**config.mk**
```make
export PLATFORM = sky130hd
export DESIGN_NAME = hybrid16_addsub_flat
export DESIGN_NICKNAME = d
export VERILOG_FILES = /design/src/rtl/hybrid16_addsub_pkg.sv /design/src/rtl/hybrid16_addsub_if.sv /design/src/rtl/hybrid16_addsub_cla4.sv /design/src/rtl/hybrid16_addsub.sv /design/src/flat_wrapper.sv
export SDC_FILE = /design/constraint.sdc
export NUM_CORES = 1
export LEC_CHECK = 0
export BUFFER_PORTS_ARGS = -buffer_cell sky130_fd_sc_hd__buf_2
export CORE_MARGIN = 2
export CORE_UTILIZATION = 47
export CTS_BUF_LIST = sky130_fd_sc_hd__clkbuf_4 sky130_fd_sc_hd__clkbuf_8 sky130_fd_sc_hd__clkbuf_16
export DETAILED_ROUTE_END_ITERATION = 16
export PLACE_DENSITY = 0.79
export SYNTH_ARGS = -nofsm -noshare
export SYNTH_HDL_FRONTEND = slang
export SYNTH_HIERARCHICAL = 1
export SYNTH_SLANG_ARGS = --single-unit
```
**constraint.sdc**
```tcl
create_clock -name clk -period 5.8 [get_ports clk]
set_clock_uncertainty 0.05 [all_clocks]
set_input_delay 1.74 -clock clk [delete_from_list [all_inputs] [get_ports clk]]
set_output_delay 1.74 -clock clk [all_outputs]
set_load 0.05 [all_outputs]
```
**src/rtl/hybrid16_addsub_pkg.sv**
```systemverilog
`default_nettype none
// ============================================================================
// Module : hybrid16_addsub_pkg
// Brief  : Shared constants and overflow helper for the 16-bit CLA add/sub.
// Rev    : 1.0  initial release
// ============================================================================
package hybrid16_addsub_pkg;

    localparam int WIDTH   = 16;
    localparam int BLK_W   = 4;
    localparam int NUM_BLK = WIDTH / BLK_W;

    // Signed overflow: the carry into the sign bit disagrees with the carry out of it.
    function automatic logic ovf_calc(input logic c_in_msb, input logic c_out_msb);
        return c_in_msb ^ c_out_msb;
    endfunction

endpackage
`default_nettype wire

```
**src/rtl/hybrid16_addsub_if.sv**
```systemverilog
`default_nettype none
// ============================================================================
// Module : hybrid16_addsub_if
// Brief  : Operand/result bundle for hybrid16_addsub (no handshake).
// Rev    : 1.0  initial release
// ============================================================================
interface hybrid16_addsub_if;

    logic [hybrid16_addsub_pkg::WIDTH-1:0] a;
    logic [hybrid16_addsub_pkg::WIDTH-1:0] b;
    logic                                  sub;
    logic [hybrid16_addsub_pkg::WIDTH-1:0] c;
    logic                                  ovf;

    modport master (output a, output b, output sub, input c, input ovf);
    modport slave  (input a, input b, input sub, output c, output ovf);

endinterface
`default_nettype wire

```
**src/rtl/hybrid16_addsub_cla4.sv**
```systemverilog
`default_nettype none
// ============================================================================
// Module : cla4
// Brief  : 4-bit fully look-ahead adder block; also exposes carry into bit 3.
// Rev    : 1.0  initial release
// ============================================================================
module cla4 (
    input  wire logic [3:0] a,
    input  wire logic [3:0] b,
    input  wire logic       cin,
    output logic [3:0]      s,
    output logic            cout,
    output logic            c3
);

    logic [3:0] w_g;
    logic [3:0] w_p;
    logic [4:0] w_cy;

    assign w_g = a & b;
    assign w_p = a ^ b;

    // Every carry is a flat sum-of-products of g/p and cin; no ripple inside the block.
    assign w_cy[0] = cin;
    assign w_cy[1] = w_g[0] | (w_p[0] & cin);
    assign w_cy[2] = w_g[1] | (w_p[1] & w_g[0]) | (w_p[1] & w_p[0] & cin);
    assign w_cy[3] = w_g[2] | (w_p[2] & w_g[1]) | (w_p[2] & w_p[1] & w_g[0])
                   | (w_p[2] & w_p[1] & w_p[0] & cin);
    assign w_cy[4] = w_g[3] | (w_p[3] & w_g[2]) | (w_p[3] & w_p[2] & w_g[1])
                   | (w_p[3] & w_p[2] & w_p[1] & w_g[0])
                   | (w_p[3] & w_p[2] & w_p[1] & w_p[0] & cin);

    assign s    = w_p ^ w_cy[3:0];
    assign cout = w_cy[4];
    assign c3   = w_cy[3];

endmodule
`default_nettype wire

```
**src/rtl/hybrid16_addsub.sv**
```systemverilog
`default_nettype none
// ============================================================================
// Module : hybrid16_addsub
// Brief  : 16-bit registered add/subtract, four CLA blocks rippled, signed ovf.
// Rev    : 1.0  initial release
// ============================================================================
module hybrid16_addsub
    import hybrid16_addsub_pkg::*;
(
    input  wire logic          clk,
    input  wire logic          rst_n,
    hybrid16_addsub_if.slave   bus
);

    logic [WIDTH-1:0]   w_bx;
    logic [WIDTH-1:0]   w_sum;
    logic [NUM_BLK:0]   w_carry;
    logic [NUM_BLK-1:0] w_c3;

    // Subtraction is a + ~b + 1: invert b here, inject the +1 as block 0 carry-in.
    assign w_bx       = bus.b ^ {WIDTH{bus.sub}};
    assign w_carry[0] = bus.sub;

    genvar k;
    generate
        for (k = 0; k < NUM_BLK; k++) begin : g_blk
            cla4 u_cla (
                .a    (bus.a[k*BLK_W +: BLK_W]),
                .b    (w_bx[k*BLK_W +: BLK_W]),
                .cin  (w_carry[k]),
                .s    (w_sum[k*BLK_W +: BLK_W]),
                .cout (w_carry[k+1]),
                .c3   (w_c3[k])
            );
        end
    endgenerate

    always_ff @(posedge clk) begin
        if (!rst_n) begin
            bus.c   <= '0;
            bus.ovf <= 1'b0;
        end else begin
            bus.c   <= w_sum;
            bus.ovf <= ovf_calc(w_c3[NUM_BLK-1], w_carry[NUM_BLK]);
        end
    end

endmodule
`default_nettype wire

```
**src/flat_wrapper.sv**
```systemverilog
// flat-port wrapper written by rule: the top's interface ports become plain ports
module hybrid16_addsub_flat import hybrid16_addsub_pkg::*;
  (clk, rst_n, bus_a, bus_b, bus_sub, bus_c, bus_ovf);
  hybrid16_addsub_if bus_i ();
  input  wire logic clk;
  input  wire logic rst_n;
  input wire logic [$bits(bus_i.a)-1:0] bus_a;
  input wire logic [$bits(bus_i.b)-1:0] bus_b;
  input wire logic [$bits(bus_i.sub)-1:0] bus_sub;
  output wire logic [$bits(bus_i.c)-1:0] bus_c;
  output wire logic [$bits(bus_i.ovf)-1:0] bus_ovf;
  assign bus_i.a = bus_a;
  assign bus_i.b = bus_b;
  assign bus_i.sub = bus_sub;
  assign bus_c = bus_i.c;
  assign bus_ovf = bus_i.ovf;
  hybrid16_addsub u_core (.clk(clk), .rst_n(rst_n), .bus(bus_i));
endmodule
```
==> flow_results.org, run 1 <==
** Drt
- Dividing the detail-routed wire length by the instance count gives between 10 and 15 um.
- DRT Pass-1 Iters :: 2
- Detailed-route via count :: 971
- The final layout contains routed wiring with a total length of 2163 um.
- Once detail routing completed, the nets flagged for antenna violations numbered 0.
- Dividing the detail-routed via count by the number of cells gives 4.737.
- Post-detailed-route DRC marker count :: 0
- First DRT Iteration DRCs :: 10

** Place
- Detailed Place HPWL :: 1923 um
- The number of placed instances, taps included, is ~200.
- # port buffers :: 51
- Summing all placed instances gives a cell area of approximately 1500 um2.
- At the end of routability-driven placement, the weighted congestion stood at 0.7977.

** Worst setup path
- The worst setup path is captured at a flop.
- The worst setup path is launched from an input pin.
- Data on the critical path is required at its endpoint by 5.92 ns.
- The setup path with the least slack is of type in2reg.
- CP Max Fanout :: 12
- At the worst endpoint, the arrival time is 5.10 ns.

** Timing
- Final period demand of the worst path :: 4.972 ns
- The final number of hold-violating endpoints was 0.
- Remaining max-slew budget at the tightest pin :: 0.8336
- Setup violations remaining at the end of the flow were counted as 0.
- The max-slew violation count is 0.
- Sum of negative setup slack :: 0 ns
- Setup repair after global routing left no endpoint under its margin.
- Tightest Pin Transition :: 0.2491 ns
- Dividing the final minimum period by the clock period gives 0.8572.
- F_max :: 201.1 MHz

** Finish
- Compared with the post-synthesis result, the final layout area differs by 23.76%.
- Fill cells in the final layout number between 200 and 250.
- Count of inserted antenna diode cells :: 0
- For this run, the number of standard cells in the final layout without fillers is 205.
- At the end of the flow, the number of nets in the layout was around 230.
- Final instance area :: ~1500 um2
- Layout cell share with drive strength beyond 1 :: 0.3657

** Yosys
- Largest cells by area after synthesis :: sky130_fd_sc_hd__dfxtp_1, sky130_fd_sc_hd__xor2_1, sky130_fd_sc_hd__ha_1
- Count of different cell masters after synthesis :: 15
- The number of nets in the synthesized netlist is 177.
- Portion of synthesized cell area occupied by the leading cell type :: 0.2750
- Yosys synthesis warning count :: 6
- Of the total synthesized cell area, the portion taken by full adders, half adders and majority gates is 0.2265.
- The most used flip-flop cell after synthesis is sky130_fd_sc_hd__dfxtp_1.
- The post-synthesis compound-gate area fraction is 0.1173.
- The portion of synthesized area spent on multiplexers is 0.
- Post-synth EDFFs :: 0
- By instance count, the leading cell after synthesis is sky130_fd_sc_hd__xor2_1.
- Mean instance size in the synthesized netlist :: approximately 10 um2
- For this run, the register share of the synthesized area comes to 0.2750.
- Leading area contributor after synthesis :: sky130_fd_sc_hd__dfxtp_1
- The mapped netlist covers 1237 um2.
- Of the total synthesized cell area, the portion taken by AND, OR, NAND and NOR gates is 0.1102.
- After synthesis, the largest family of logic cells by area is adder cells.
- After synthesis, the share of flip-flops with an asynchronous set or reset is 0.
- Of the total synthesized cell area, the portion taken by XOR and XNOR cells is 0.2053.
- In the synthesized netlist, the cells that appear most often are sky130_fd_sc_hd__xor2_1, sky130_fd_sc_hd__and2_1, sky130_fd_sc_hd__dfxtp_1, sky130_fd_sc_hd__ha_1, sky130_fd_sc_hd__inv_1.
- Count of state elements after synthesis :: 17
- Synthesis produced a netlist whose cell count is between 100 and 150.

** Global routing
- The via count of the first global-routing pass was 987.
- The number of antenna violations at the first check in global routing was 0.
- Across every metal layer, demand over resource in global routing totals 0.1514.
- The first global-routing pass estimated roughly 3800 um of wire.
- Largest net degree at the start of global routing :: 18
- After global routing the overflow that remains totals 0.

** Clock tree
- In this run the deepest clock path goes through 2 buffers.
- Clock tree synthesis selected as its root buffer the cell sky130_fd_sc_hd__clkbuf_4.
- Clock-pin slew was measured on the worst setup and hold paths at around 0.1 ns.
- Counting the buffers created by CTS gives 3.
- In this run the number of H-tree levels came out at 1.
- The tree built by TritonCTS fans out to 17 sinks.
- TritonCTS built the clock tree.
- For this design, the CTS-stage hold fixing added 0 buffers.
- Post-CTS timing repair inserted 0 buffers for setup.
- Post-CTS repair changed the size of 0 cells.

** Pwr
- Power spread over the standard cell area amounts to 287.7 nW/um2.
- Worst supply voltage drop on vdd :: between 150 and 200 uV
- In this run the static leakage power is 0.0008459 uW.

** Die
- The die covers slightly above 3000 um2.
- Area of the core region :: 2477 um2
- After floorplanning, the core was divided into 18 placement rows.
- In this run the horizontal extent of the chip is 55.31 um.
- In this run the vertical extent of the chip is 55.31 um.
- For this configuration, the core starts out at a cell density of 0.4995.
- During I/O placement, the number of pins put on the boundary was 52.

** Run status
- Status :: complete, no violations

** Min path
- The worst hold path passes through 2 cells.
- In this run the most critical hold path is launched from rst_n.
- The min-delay analysis places its worst path in the category in2reg.
- The path with the worst hold slack has its endpoint at u_core/bus.c[11].

** Job
- Across the run, the number of max-cap violations was 0.
flip-flops by register name (all words and copies together), names as in the netlist:
signal and count:
u_core/bus.ovf 1, u_core/bus.c 16
metal layers:
metal | part of all wire | track usage | vias up
met5 | 0 | 0 | -
met4 | 0.012 | 0.06969 | 0
met3 | 0.043 | 0.01639 | 2
met2 | 0.60 | 0.3265 | 23
met1 | 0.35 | 0.1318 | 450
li1 | - | - | 496
report_power, final:
part / internal [uW] / total [uW] / switching, uW
clock: 31.3 / 65.4 / 34.2
combinational: 81.4 / 232 / 150
sequential: 139 / 143 / 4.21
cell usage in the layout (no fill, tap or decap):
cell type                  instances
sky130_fd_sc_hd__inv_1            12
sky130_fd_sc_hd__ha_1             16
sky130_fd_sc_hd__clkbuf_4          4
sky130_fd_sc_hd__buf_2            51
sky130_fd_sc_hd__a211oi_2          4
sky130_fd_sc_hd__fa_1              4
sky130_fd_sc_hd__dfxtp_1          17
sky130_fd_sc_hd__buf_4             1
sky130_fd_sc_hd__nor2_1            8
sky130_fd_sc_hd__and2_1           17
sky130_fd_sc_hd__xnor2_1           3
sky130_fd_sc_hd__a21o_1            4
sky130_fd_sc_hd__o21ai_0           4
sky130_fd_sc_hd__xor2_1           26
sky130_fd_sc_hd__o21bai_2          4
stage by stage:
stage	util	setup WS (ns)	total power, uW	hold WS (ns)
floorplan	-	0.8551	329.8	1.812
global placement	0.6061	0.6324	373.0	2.084
detailed placement	0.6061	0.5140	380.2	2.089
CTS	0.6182	0.8107	445.7	1.782
global route	0.6182	0.6219	473.0	1.793
finish	0.6182	0.8283	440.7	1.777
kinds of logic after synthesis:
group / count (synthesis)
XOR/XNOR: 29
buffers and inverters: 15
adder cells (fa/ha/maj): 20
flip-flops: 17
AND/OR/NAND/NOR: 25
AO/OA/AOI/OAI: 16
worst max-delay path by stage:
| stage | from | end | slack [ns] | depth (start not counted) |
|---|---|---|---|---|
| finish | bus_sub | u_core/bus.ovf | 0.83 | 18 |
| global route | bus_sub | u_core/bus.ovf | 0.62 | 18 |
| CTS | bus_sub | u_core/bus.ovf | 0.81 | 18 |
| detailed placement | bus_sub | u_core/bus.ovf | 0.51 | 18 |
| global placement | bus_sub | u_core/bus.ovf | 0.63 | 18 |
| floorplan | bus_sub | u_core/bus.ovf | 0.86 | 17 |
layout make-up:
| type | instances | area (um2) | share of cell area |
|---|---|---|---|
| Timing Repair Buffer | 52 | 262.8 | 0.1716 |
| Multi-Input combinational cell | 90 | 815.8 | 0.5327 |
| Sequential cell | 17 | 340.3 | 0.2222 |
| Clock buffer | 4 | 30.03 | 0.01961 |
| Tap cell | 30 | 37.54 | 0.02451 |
| Inverter | 12 | 45.04 | 0.02941 |
worst max-delay path: stages:
cell	delay [ns]
sky130_fd_sc_hd__buf_2	0.18
sky130_fd_sc_hd__buf_4	0.25
sky130_fd_sc_hd__xor2_1	0.17
sky130_fd_sc_hd__ha_1	0.26
sky130_fd_sc_hd__o21ai_0	0.11
sky130_fd_sc_hd__o21bai_2	0.10
sky130_fd_sc_hd__a21o_1	0.22
sky130_fd_sc_hd__a211oi_2	0.28
sky130_fd_sc_hd__o21bai_2	0.12
sky130_fd_sc_hd__a21o_1	0.20
sky130_fd_sc_hd__a211oi_2	0.26
sky130_fd_sc_hd__o21bai_2	0.11
sky130_fd_sc_hd__a21o_1	0.22
sky130_fd_sc_hd__a211oi_2	0.24
sky130_fd_sc_hd__o21bai_2	0.13
sky130_fd_sc_hd__a21o_1	0.20
sky130_fd_sc_hd__xor2_1	0.15
sky130_fd_sc_hd__and2_1	0.15
No activity file was read; power rests on OpenSTA's default activity.
==> inputs of run 2 (changes only) <==
ABC_AREA = 1   (was not set)
CORE_UTILIZATION = 51   (was 47)
PLACE_DENSITY = 0.81   (was 0.79)
SLEW_MARGIN = 20   (was not set)
==> run 2 against run 1 <==
Synthesized cell count increased by 99%. Total power decreased by 5.2%. Critical path depth increased by 3. First-iteration DRC count increased to 3.1 times the previous value. Sequential power decreased by 4%. Worst setup slack improved by 0.60 ns. Wire length increased by 32%. Critical path type unchanged. Largest cell class unchanged. Highest routed layer unchanged.
==> flow_results.org, run 2 <==
** Run status
- The flow ran to the end, and the final reports show no timing, DRC or antenna violations.

** Drt
- Final antenna-violating net count :: 0 (unchanged)
- Routed vias/inst :: 4.500 (-5.0%)
- The number of vias after detailed routing came to 1467 (+51%).
- Post-detailed-route DRC marker count :: 0 (unchanged)
- Routed WL :: 2846 um (+32%)
- Wirelength per Cell :: 8.730 um (-17%)
- DRT Pass-1 Iters :: 4 (+2)
- First DRT Iteration DRCs :: 31 (+21)

** Finish
- The area of all sequential standard cells came to 340.3 um2 (unchanged).
- The library cell used most frequently in the layout, excluding fill and tap cells, is sky130_fd_sc_hd__nand2_1.
- Fin util :: 0.6143 (-0.003896)
- The multi-input combinational cell area came to 940.9 um2 (+15%).
- The filler cell count in the final layout is 305 (+37%).
- The largest registers in the layout are u_core/bus.c: 16 flops, u_core/bus.ovf: 1 flops.
- The antenna diode count came to 0 (unchanged).
- Leaving out fill and tap cells, the most frequent cells in the layout are sky130_fd_sc_hd__nand2_1, sky130_fd_sc_hd__inv_1, sky130_fd_sc_hd__buf_2.
- Register with the most flip-flops :: u_core/bus.c
- Largest register FFs :: 16 (unchanged)
- Signed area change from the synthesized netlist to the final layout :: 17.81%
- The number of nets in the finished design came to 349 (+51%).
- The share of final-layout standard cells stronger than drive strength 1 was 0.2526 (-0.1132).

** Clock tree
- Total of hold buffers inserted after clock tree synthesis :: 0 (unchanged)
- The H-tree depth was 1 (unchanged).
- TritonCTS built the clock tree.
- The maximum clock path buffer count is 2 (unchanged).
- Cts repair resizes :: 0 (unchanged)
- The total clock sinks is 17 (unchanged).
- The number of buffers created by CTS was 3 (unchanged).
- Clock transition at the registers of the reported paths :: 0.09 ns (about the same)
- The cell sitting at the root of the clock tree is a sky130_fd_sc_hd__clkbuf_4.
- The number of setup buffers added after CTS was 0 (unchanged).

** Worst setup path
- In this run the worst setup path terminates at u_core/bus.c[13].
- Type of element launching the critical path :: input pin
- CP arrival :: 4.50 ns (-0.60 ns)
- Worst path cell trace :: buf_2 -> inv_8 -> nand2_1 -> nand2_1 -> ha_1 -> nand3_1 -> nand3_1 -> nand3_1 -> nand2_1 -> nand3_1 -> nand3_1 -> nand3_1 -> nand2_1 -> nand3_1 -> nand3_1 -> nand3_1 -> nand2_1 -> fa_1 -> xor2_1 -> nand2_1 -> inv_1
- Tracing the worst setup path back leads to its startpoint at bus_sub.
- The top fanout value on the critical path was 20 (+8).
- The stage delay of the slowest cell on the critical path came to 0.39 ns (+0.11 ns).
- Among the stages of the critical path, the cell type that occurs most often is sky130_fd_sc_hd__nand3_1.
- Data required time at the worst endpoint :: 5.93 ns (about the same)
- Grouping stages by cell kind, the critical path spends the most delay in simple AND/OR/NAND/NOR gates.
- Buffers and inverters on the worst path :: 3 (+1)
- Highest-delay cell along the critical path :: sky130_fd_sc_hd__fa_1
- The worst setup path is of the in2reg kind.
- Kind of end point of the critical path :: flop
- The instance count on the critical path was 21 (+3).

** Yosys
- Yosys synthesis warning count :: 6 (unchanged)
- Ys async rst share :: 0 (unchanged)
- The adder-cell area share of the yosys netlist is 0.1805 (-0.04599).
- Mean instance size in the synthesized netlist :: 6.390 um2 (-37%)
- The fraction of the yosys area taken by sequential cells came to 0.2192 (-0.05585).
- The post-synthesis simple-gate area fraction was 0.3900 (+0.2798).
- In the synthesized netlist, the cells that appear most often are sky130_fd_sc_hd__nand2_1, sky130_fd_sc_hd__inv_1, sky130_fd_sc_hd__nand2_2, sky130_fd_sc_hd__dfxtp_1.
- Gate Count Post-Synth :: 243 (+99%)
- Count of different cell masters after synthesis :: 18 (+3)
- In the synthesized netlist the dominant register cell turns out to be sky130_fd_sc_hd__dfxtp_1.
- The multiplexer share of the synthesized area is 0 (unchanged).
- After synthesis, the largest family of logic cells by area is simple AND/OR/NAND/NOR gates.
- Synthesized netlist net count :: 298 (+68%)
- Yosys attributes the largest share of cell area to sky130_fd_sc_hd__dfxtp_1, sky130_fd_sc_hd__nand2_1, sky130_fd_sc_hd__inv_1.
- The number of synthesized flops with an enable pin came to 0 (unchanged).
- sky130_fd_sc_hd__dfxtp_1 takes more of the synthesized area than any other cell.
- Portion of synthesized cell area occupied by the leading cell type :: 0.2192 (-0.05585)
- The post-synthesis compound-gate area fraction came to 0.01289 (-0.1044).
- The cell area after synthesis came to 1553 um2 (+25%).
- Share of the synthesized netlist area taken by xor and xnor gates :: 0.02256 (-0.1827)
- Most frequent cell after synthesis :: sky130_fd_sc_hd__nand2_1
- Count of state elements after synthesis :: 17 (unchanged)

** Timing
- Final period demand of the worst path :: 4.374 ns (-0.5978 ns)
- Hold slack final :: 1.770 ns (-0.006920 ns)
- Sum of negative setup slack :: 0 ns (unchanged)
- The transition at the pin with the smallest max-transition slack is 0.3968 ns (+0.1476 ns).
- Count of final max-slew check failures :: 0 (unchanged)
- Setup violation total in the final timing report :: 0 (unchanged)
- F_max :: 228.6 MHz (+14%)
- The final number of hold-violating endpoints was 0 (unchanged).
- Remaining max-slew budget at the tightest pin :: 0.7355 (-0.09812)
- Slack of the critical path :: 1.426 ns (+0.5978 ns)
- The fraction of the cycle the final worst path needs is 0.7541 (-0.1031).
- Setup repair after global routing missed its margin :: no

** Die
- Starting utilization of the core area :: 0.5214 (+0.02193)
- Area of the core region :: 2978 um2 (+20%)
- The vertical die dimension is 59.18 um (+7.0%).
- Rows :: 20 (+2)
- The die outline area came to 3502 um2 (+14%).
- The number of top-level pins was 52 (unchanged).
- The width of the die is 59.18 um (+7.0%).

** Global routing
- The wire length of the first global-routing pass came to 4636 um (+23%).
- The via count of the first global-routing pass was 1176 (+19%).
- Largest net degree at the start of global routing :: 21 (+3)
- Overall overflow remaining after global route :: 0 (unchanged)
- The number of antenna violations at the first check in global routing was 0 (unchanged).
- The total routing resource utilization after global routing is 0.1708 (+0.01936).

** Pwr
- The switching power as a share of total power was 0.4370 (+0.008672).
- Pwr dens :: 228.4 nW/um2 (-21%)
- Worst supply voltage drop on vdd :: 85.59 uV (-52%)
- Part of the total power dissipated in combinational logic :: 0.521 (-0.005)
- Part of the power in the clock network :: 0.151 (+0.003)
- Part of the total power dissipated in sequential elements :: 0.328 (+0.003)
- Internal power :: 235.2 uW (-6.6%)
- The leakage dissipation is 0.001249 uW (+48%).
- The total chip power is 417.8 uW (-5.2%).
- The net load switching power is 182.6 uW (-3.3%).

** Job
- Number of maximum-capacitance constraint violations :: 0 (unchanged)

** Place
- The port buffer count was 51 (unchanged).
- Detailed Place HPWL :: 2406 um (+25%)
- RD Place Congestion :: 0.9172 (+15%)
- Place WS :: 1.165 ns (+0.6512 ns)

** Min path
- Class of the worst hold path :: in2reg
-- run 2: cell types whose count changed in the layout (fill, tap and decap cells not counted), moves of 8 or more --
cell / change
sky130_fd_sc_hd__nand4_1: +8
sky130_fd_sc_hd__inv_1: +44
sky130_fd_sc_hd__nand2_1: +84
sky130_fd_sc_hd__nand3_1: +16
sky130_fd_sc_hd__xor2_1: -25
sky130_fd_sc_hd__nand2_2: +18
sky130_fd_sc_hd__and2_1: -17
-- run 2: final cells by class --
cell class,count,area share
Clock buffer,4,0.01642
Timing Repair Buffer,51,0.1395
Sequential cell,17,0.1860
Multi-Input combinational cell,164,0.5144
Inverter,57,0.1211
Tap cell,33,0.02257
-- run 2: worst min-delay path by stage --
stage,from,end,slack [ns],cells after the start
CTS,rst_n,u_core/bus.c[8],1.76,3
finish,rst_n,u_core/bus.c[8],1.77,3
detailed placement,rst_n,u_core/bus.c[13],2.07,3
floorplan,bus_a[12],u_core/bus.c[12],1.94,3
global route,rst_n,u_core/bus.c[8],1.77,3
global placement,rst_n,u_core/bus.c[6],2.07,3
-- run 2: cell families (layout without fill, tap and decap cells) --
| logic type | Yosys count | count (layout) |
|---|---|---|
| adder cells (fa/ha/maj) | 20 | 20 |
| XOR/XNOR | 4 | 4 |
| flip-flops | 17 | 17 |
| AND/OR/NAND/NOR | 136 | 136 |
| buffers and inverters | 62 | 112 |
| AO/OA/AOI/OAI | 4 | 4 |
-- run 2: layer usage --
| metal | part of all wire | routed length [um] | global-route usage | vias up |
|---|---|---|---|---|
| li1 | - | - | - | 820 |
| met1 | 0.47 | 1340 | 0.2140 | 609 |
| met2 | 0.48 | 1358 | 0.3000 | 36 |
| met3 | 0.042 | 119 | 0.01528 | 2 |
| met4 | 0.0095 | 27 | 0.06818 | 0 |
| met5 | 0 | 0 | 0 | - |
-- run 2: power groups by stage --
stage | clock network, uW | logic [uW] | registers [uW]
finish | 63.1 | 218 | 137
CTS | 66.0 | 218 | 137
detailed placement | 0 | 218 | 140
floorplan | 0 | 111 | 203
global route | 71.3 | 243 | 138
global placement | 0 | 214 | 140
-- run 2: through the flow --
step                cells  area (um2)
detailed placement    322        1799
floorplan             243        1553
global route          326        1829
finish                326        1829
CTS                   326        1829
global placement      322        1799
==> inputs of run 3 (changes only) <==
CORE_UTILIZATION = 46   (was 51)
PLACE_DENSITY = 0.77   (was 0.81)
clock period = 3.6 ns   (was 5.8 ns; I/O delays follow)
==> run 3 against run 2 <==
Total power grew 66%. Die area grew 10%. Hold slack lost 0.67 ns.
==> flow_results.org, run 3 (synthesis gave the netlist of run 2 again) <==
** Clock tree
- TritonCTS clock tree :: built
- Total CTS buffers :: 3 (unchanged)
- The H-tree depth is 1 (unchanged).
- The total clock sinks came to 17 (unchanged).
- The number of setup buffers added after CTS came to 0 (unchanged).
- Cell at the root of the clock tree :: sky130_fd_sc_hd__clkbuf_4
- The total of hold buffers inserted after clock tree synthesis is 0 (unchanged).
- The post-cts sizing count is 0 (unchanged).
- Maximum root-to-sink buffer count :: 2 (unchanged)
- Clock transition at the registers of the reported paths :: 0.10 ns (about the same)

** Place
- The port buffer count came to 51 (unchanged).
- Place WS :: 0.01250 ns (-1.153 ns)
- Placed instance area :: 1868 um2 (+3.8%)
- The half-perimeter wire length of the detailed placement result was 2575 um (+7.0%).
- RD Place Congestion :: 0.8125 (-11%)

** Pwr
- Leakage :: 0.001289 uW (+3.1%)
- The total chip power is 695.1 uW (+66%).
- The power density relative to cell area was 362.4 nW/um2 (+59%).
- Worst supply voltage drop on vdd :: 112.4 uV (+31%)

** Finish
- Filler Cells Inserted :: 348 (+14%)
- The largest registers in the layout are u_core/bus.c: 16 flops, u_core/bus.ovf: 1 flops.
- The top cell types in the final layout, fill and taps aside, are sky130_fd_sc_hd__nand2_1, sky130_fd_sc_hd__inv_1, sky130_fd_sc_hd__buf_2.
- Final instance area :: 1918 um2 (+4.9%)
- Most common cell after layout, fill and taps aside :: sky130_fd_sc_hd__nand2_1
- Largest register FFs :: 16 (unchanged)
- The area growth from synthesis to layout is 23.53%.
- Register with the most flip-flops :: u_core/bus.c
- Count of inserted antenna diode cells :: 0 (unchanged)
- The number of nets in the finished design was 356 (+2.0%).
- The share of final-layout standard cells stronger than drive strength 1 was 0.2767 (+0.02411).

** Timing
- Slack of the critical path :: 0.3112 ns (-1.115 ns)
- Crit share post-route :: 0.9135
- Final period demand of the worst path :: 3.289 ns
- The max-slew violation count was 0 (unchanged).
- The final number of hold-violating endpoints is 0 (unchanged).
- Remaining max-slew budget at the tightest pin :: 0.8011 (+0.06563)
- Sum of negative setup slack :: 0 ns (unchanged)
- F_max :: ~300 MHz
- Setup violation total in the final timing report :: 0 (unchanged)
- The transition at the pin with the smallest max-transition slack is 0.2983 ns (-0.09845 ns).

** Worst setup path
- CP Max Fanout :: 10 (-50%)
- CP arrival :: 3.42 ns (-1.08 ns)
- Type of element launching the critical path :: input pin
- Following the worst setup path forward leads to its endpoint at u_core/bus.c[13].
- The worst setup path is captured at a flop.
- The worst path required time was 3.73 ns (-2.20 ns).
- Critical path startpoint :: bus_sub
- The setup path with the least slack is of type in2reg.

** Drt
- Detailed-route via count :: 1494 (+1.8%)
- Post-detailed-route DRC marker count :: 0 (unchanged)
- The count of TritonRoute iterations in the first routing pass was 4 (unchanged).
- Wirelength per Cell :: 8.734 um (about the same)
- Final antenna-violating net count :: 0 (unchanged)
- Routed WL :: 3022 um (+6.2%)
- The routed via count divided by cell count was 4.318 (-4.0%).
- First DRT Iteration DRCs :: 43 (+39%)

** Min path
- The path class of the tightest hold or removal check is in2reg.

** Die
- Ports placed on the boundary :: 52 (unchanged)
- Starting utilization of the core area :: 0.4728 (-0.04867)
- The number of cell rows is 21 (+5.0%).
- Die extent in x :: 62.10 um (+4.9%)
- The vertical die dimension came to 62.10 um (+4.9%).
- The placeable core area is 3284 um2 (+10%).
- The die outline area is 3856 um2 (+10%).

** Global routing
- Overall overflow remaining after global route :: 0 (unchanged)
- Largest net degree at the start of global routing :: 18 (-14%)
- The total routing resource utilization after global routing was 0.1710 (+0.0002027).
- The wire length of the first global-routing pass came to 5471 um (+18%).
- The via count of the first global-routing pass came to 1364 (+16%).
- The number of antenna violations at the first check in global routing is 0 (unchanged).

** Run status
- Status :: complete, no violations

** Job
- Number of maximum-capacitance constraint violations :: 0 (unchanged)
==> run 3: final cells by class <==
cell class / count / area (um2) / area share
clock buffer: 4 / 30.03 / 0.01566
tap: 46 / 57.56 / 0.03001
sequential: 17 / 340.3 / 0.1774
multi-input combinational: 164 / 958.4 / 0.4997
timing repair buffer: 58 / 310.3 / 0.1618
inverter: 57 / 221.5 / 0.1155
==> run 3: power breakdown <==
group	internal, uW	total (uW)	leakage [uW]	switching (uW)
Combinational	125	367	0.00113	243
Clock	50.5	106	0.0000184	55.8
Sequential	216	222	0.000142	5.61
==> run 3: per-stage QoR <==
stage | utilization | cells | hold WS [ns]
after floorplan | - | 243 | 1.277
after global placement | 0.5688 | 342 | 1.410
after detailed placement | 0.5688 | 342 | 1.412
after CTS | 0.5779 | 346 | 1.095
after global routing | 0.5840 | 346 | 1.127
final | 0.5840 | 346 | 1.097
==> run 3: critical path: stages <==
cell,delay [ns]
sky130_fd_sc_hd__clkbuf_4,0.15
sky130_fd_sc_hd__buf_4,0.18
sky130_fd_sc_hd__nand2_1,0.07
sky130_fd_sc_hd__nand2_1,0.05
sky130_fd_sc_hd__ha_1,0.31
sky130_fd_sc_hd__a21oi_1,0.14
sky130_fd_sc_hd__nand2_1,0.08
sky130_fd_sc_hd__nand3_1,0.12
sky130_fd_sc_hd__nand3_2,0.08
sky130_fd_sc_hd__nand3_1,0.07
sky130_fd_sc_hd__nand2_1,0.08
sky130_fd_sc_hd__nand3_1,0.11
sky130_fd_sc_hd__nand3_1,0.09
sky130_fd_sc_hd__nand3_1,0.08
sky130_fd_sc_hd__nand2_1,0.08
sky130_fd_sc_hd__fa_1,0.38
sky130_fd_sc_hd__xor2_1,0.17
sky130_fd_sc_hd__nand2_1,0.06
sky130_fd_sc_hd__inv_1,0.04
==> run 3: routing by layer <==
layer / wire (um) / vias to the layer above / global-route usage / share of wire
met1: 1388 / 615 / 0.2084 / 0.46
li1: - / 840 / - / -
met3: 126 / 2 / 0.01993 / 0.042
met2: 1480 / 37 / 0.3043 / 0.49
met5: 0 / - / 0 / 0
met4: 27 / 0 / 0.07222 / 0.0089
==> run 3: worst min-delay path by stage <==
| stage | from | to | slack (ns) | cells after the start |
|---|---|---|---|---|
| final | rst_n | u_core/bus.c[3] | 1.10 | 3 |
| after CTS | rst_n | u_core/bus.c[9] | 1.09 | 3 |
| after global placement | rst_n | u_core/bus.c[11] | 1.41 | 3 |
| after detailed placement | rst_n | u_core/bus.c[9] | 1.41 | 3 |
| after floorplan | bus_a[12] | u_core/bus.c[12] | 1.28 | 3 |
| after global routing | rst_n | u_core/bus.c[9] | 1.13 | 3 |
